File: config.mk
export PLATFORM = sky130hd
export DESIGN_NAME = demux8_reg
export DESIGN_NICKNAME = d
export VERILOG_FILES = /design/src/rtl/demux8_reg.sv
export SDC_FILE = /design/constraint.sdc
export NUM_CORES = 1
export LEC_CHECK = 0
export BUFFER_PORTS_ARGS = -buffer_cell sky130_fd_sc_hd__buf_2
export CAP_MARGIN = 10
export CORE_MARGIN = 4
export CORE_UTILIZATION = 25
export DETAILED_ROUTE_END_ITERATION = 16
export MAX_ROUTING_LAYER = met4
export PLACE_DENSITY = 0.53
export SYNTH_ARGS = -nofsm -noshare
export SYNTH_HDL_FRONTEND = slang
export SYNTH_SLANG_ARGS = --single-unit
File: constraint.sdc
create_clock -name CLK -period 2.59 [get_ports CLK]
set_input_delay 0.1295 -clock CLK [delete_from_list [all_inputs] [get_ports CLK]]
set_output_delay 0.1295 -clock CLK [all_outputs]
set_load 0.1 [all_outputs]
File: src/rtl/demux8_reg.sv
// demux8_reg: registered 1-to-8 demultiplexer with valid/ready handshakes.
// It fans the single result bus out to eight one-entry channel holding registers.
// Optional feature: define DEMUX8_BCAST_EN to add the BCAST port. When BCAST=1,
// one word is written into every channel at once.
// Ports:
//   CLK, RST (async, active-high)
//   IN/SEL/IN_VALID -> IN_READY   producer side (IN_READY is combinational)
//   OUT/OUT_VALID   <- OUT_READY  eight consumer channels; channel i sits at
//                                 OUT[i*DATA_WIDTH +: DATA_WIDTH]
//   BUSY                          OR of OUT_VALID
//   BCAST                         broadcast request (DEMUX8_BCAST_EN only)
// Latency: an accept at edge N makes the word visible in cycle N+1.
// A channel that drains and loads in the same cycle stays valid, so it has no bubble.
module demux8_reg #(
    parameter int DATA_WIDTH = 8
) (
    input  logic                    CLK,
    input  logic                    RST,
    input  logic [DATA_WIDTH-1:0]   IN,
    input  logic [2:0]              SEL,
    input  logic                    IN_VALID,
    output logic                    IN_READY,
    output logic [8*DATA_WIDTH-1:0] OUT,
    output logic [7:0]              OUT_VALID,
    input  logic [7:0]              OUT_READY,
`ifdef DEMUX8_BCAST_EN
    input  logic                    BCAST,
`endif
    output logic                    BUSY
);

    logic [DATA_WIDTH-1:0] data_reg [8];
    logic [7:0]            vld_reg;
    logic [7:0]            free;
    logic [7:0]            load;
    logic                  accept;
    logic                  bcast_req;

`ifdef DEMUX8_BCAST_EN
    assign bcast_req = BCAST;
`else
    assign bcast_req = 1'b0;
`endif

    // A channel can take a new word if it is empty or is being drained this cycle.
    assign free = ~vld_reg | OUT_READY;

    always_comb begin
        IN_READY = free[SEL];
        load     = 8'h01 << SEL;
        if (bcast_req) begin
            IN_READY = &free;
            load     = 8'hFF;
        end
    end

    // Reset is asynchronous, but gating with RST keeps the accept definition honest.
    assign accept = IN_VALID && IN_READY && !RST;

    always_ff @(posedge CLK or posedge RST) begin
        if (RST) begin
            vld_reg <= 8'h00;
            for (int i = 0; i < 8; i++) begin
                data_reg[i] <= '0;
            end
        end else begin
            for (int i = 0; i < 8; i++) begin
                if (accept && load[i]) begin
                    data_reg[i] <= IN;
                    vld_reg[i]  <= 1'b1;
                end else if (OUT_READY[i]) begin
                    vld_reg[i]  <= 1'b0;
                end
            end
        end
    end

    for (genvar g = 0; g < 8; g++) begin : g_out
        assign OUT[g*DATA_WIDTH +: DATA_WIDTH] = data_reg[g];
    end

    assign OUT_VALID = vld_reg;
    assign BUSY      = |vld_reg;

endmodule

==> results_dict.tcl <==
set metrics [dict create \
    rsz0062_at_grt "false" \
    start_util 0.254 \
    final_area_um2 3950 \
    critPathKind "register to output pin" \
    htree_levels 3 \
    max_freq_ghz 0.497 \
    ys_seq_area_frac 0.623 \
    synthArstFlopShare 1.00 \
    ir_drop_mv 0.707 \
    antenna_found_initial 0 \
    status "finished clean" \
    setup_viol 0 \
    first_pass_iters 4 \
    die_w_um 116 \
    numCtsBuffers 9 \
    ios 96 \
    fin_nets 318 \
    final_common_cell "buf_2" \
    port_buffers 95 \
    period_share 0.777 \
    fin_crit_ns 2.01 \
    cts-root-buf "clkbuf_16" \
    synthCells 188 \
    startpoint_type "register" \
    tns_ns 0 \
    cts_tree "built" \
    hp-class "primary input to register" \
    place_area_um2 3580 \
    worstSkewPairLatency_ns 0.33 \
    end_kind "output pin" \
    num_vias 1947 \
    cts_buffer_depth 2 \
    routabilityCongestion 0.823 \
    finClkSkew_ns 0.00536 \
    remaining_drc_errors 0 \
    drt_wl_total_um 7940 \
    layout_common_cells "buf_2, dfrtp_1, mux2_2" \
    power_density_nw_per_um2 1360 \
    cp_data_arrival_time_ns 1.88 \
    synth_flop_cell "dfrtp_1" \
    areaGrowthSynthToFinish_pct 36.5 \
    cp_max_fo 4 \
    ys_types 30 \
    power_leakage_nw 1.98 \
    die_h_um 116 \
    dieArea_um2 13300 \
    syn-num-nets 210 \
    post_synth_instance_area_um2 2890 \
    grt_overflow 0 \
    ctsResizeCount 0 \
    grt_pass1_wl_um 11900 \
    antenna_left 0 \
    yosys_warnings 0 \
    holdWs_ns 0.0851 \
    diodes 0 \
    hpwl_um 5660 \
    syn_avg_cell_area_um2 15.4 \
    grt_usage 0.127 \
    drive_above_1_share 0.625 \
    synth_edf_count 0 \
    crit_required_ns 2.46 \
    layoutNonFillerInstCount 444 \
    hold_viol_final 0 \
    grt_pass1_vias 2034 \
    clk_pin_slew_worst_paths_ns 0.05 \
    worst_pin_slew_ns 0.692 \
    wl_per_cell_um 17.9 \
    max_slew_margin 0.537 \
    clock_sinks 72 \
    fp.coreArea_um2 11400 \
    cts_setup_buffers 0 \
    vias_per_cell 4.39 \
    synth_seq_cells 72 \
    grt_max_degree 49 \
    drt_iter0_markers 63 \
    drv_cap 0 \
    slew_violations 0 \
    place_inst 427 \
    rows 39 \
]
per-stage QoR:
stage | total power [W] | worst slack [ns] | utilization
4_1_cts | 0.00544 | 0.595 | 0.347
3_5_place_dp | 0.00394 | 0.806 | 0.315
3_3_place_gp | 0.00393 | 0.842 | 0.315
2_1_floorplan | 0.00355 | 0.0398 | -
6_report | 0.00537 | 0.576 | 0.347
5_1_grt | 0.00556 | 0.554 | 0.347
synthesized netlist by cell type (2+ instances only):
library cell,count,share of area
dfrtp_1,72,0.62
mux2_2,56,0.22
nand2_1,9,0.012
mux2_4,8,0.042
nand2b_1,8,0.017
nand3_1,4,0.0069
buf_2,3,0.0052
inv_1,2,0.0026
nand3b_1,2,0.0052
nor2b_1,2,0.0043
nor4_1,2,0.0043
or3b_2,2,0.0061
power by group:
part,internal [W],switching [W],total [W]
logic,0.000375,0.00204,0.00242
clock network,0.000992,0.000470,0.00146
registers,0.00136,0.000124,0.00149
total,0.00273,0.00264,0.00537
state kept, by name, indices dropped and copies added, names as in the netlist:
signal and cells:
OUT 64, OUT_VALID 8
what timing repair did:
action / CTS / global route
endpoints found under the hold margin: 24 / 0
hold buffers: 1 / 0
setup endpoints to repair: 0 / 0
cell families (layout without fill, tap and decap cells):
group,count (synthesis),in the layout,synth area share
mux,64,64,0.260
simple gates,38,38,0.0861
flops,72,72,0.623
buf+inv,6,119,0.0104
compound gates,8,8,0.0204
final cells by class:
type | instances | area [um^2]
Tap cell | 143 | 179
Fill cell | 1145 | 7420
Timing Repair Buffer | 101 | 536
Clock inverter | 5 | 103
Multi-Input combinational cell | 110 | 1070
Inverter | 2 | 7.51
Sequential cell | 72 | 1800
Clock buffer | 11 | 253
final timing paths:
check                                   from           end  slack [ns]  depth (start not counted)
worst min register to register        OUT[3]        OUT[3]        0.50                          1
worst min-delay path            OUT_READY[6]  OUT_VALID[6]        0.09                          3
min in group asynchronous                RST  OUT_VALID[2]        0.45                          3
worst max-delay path            OUT_VALID[5]      IN_READY        0.58                          4
worst max register to register  OUT_VALID[2]       OUT[17]        0.81                          3
max in group asynchronous                RST       OUT[59]        1.48                          4
critical path, stage by stage, from the launching register on:
cell      delay [ns]
dfrtp_1         0.38
or3b_2          0.44
a21boi_0        0.28
o32ai_2         0.14
buf_2           0.31
metal layers:
metal  track usage  part of all wire  vias to the layer above
met4        0.0493            0.0074                        0
li1              -                 -                      891
met1         0.162              0.46                      984
met5             -                 0                        -
met2         0.193              0.47                       63
met3        0.0329             0.064                        9
(Power assumes the default switching activity.)
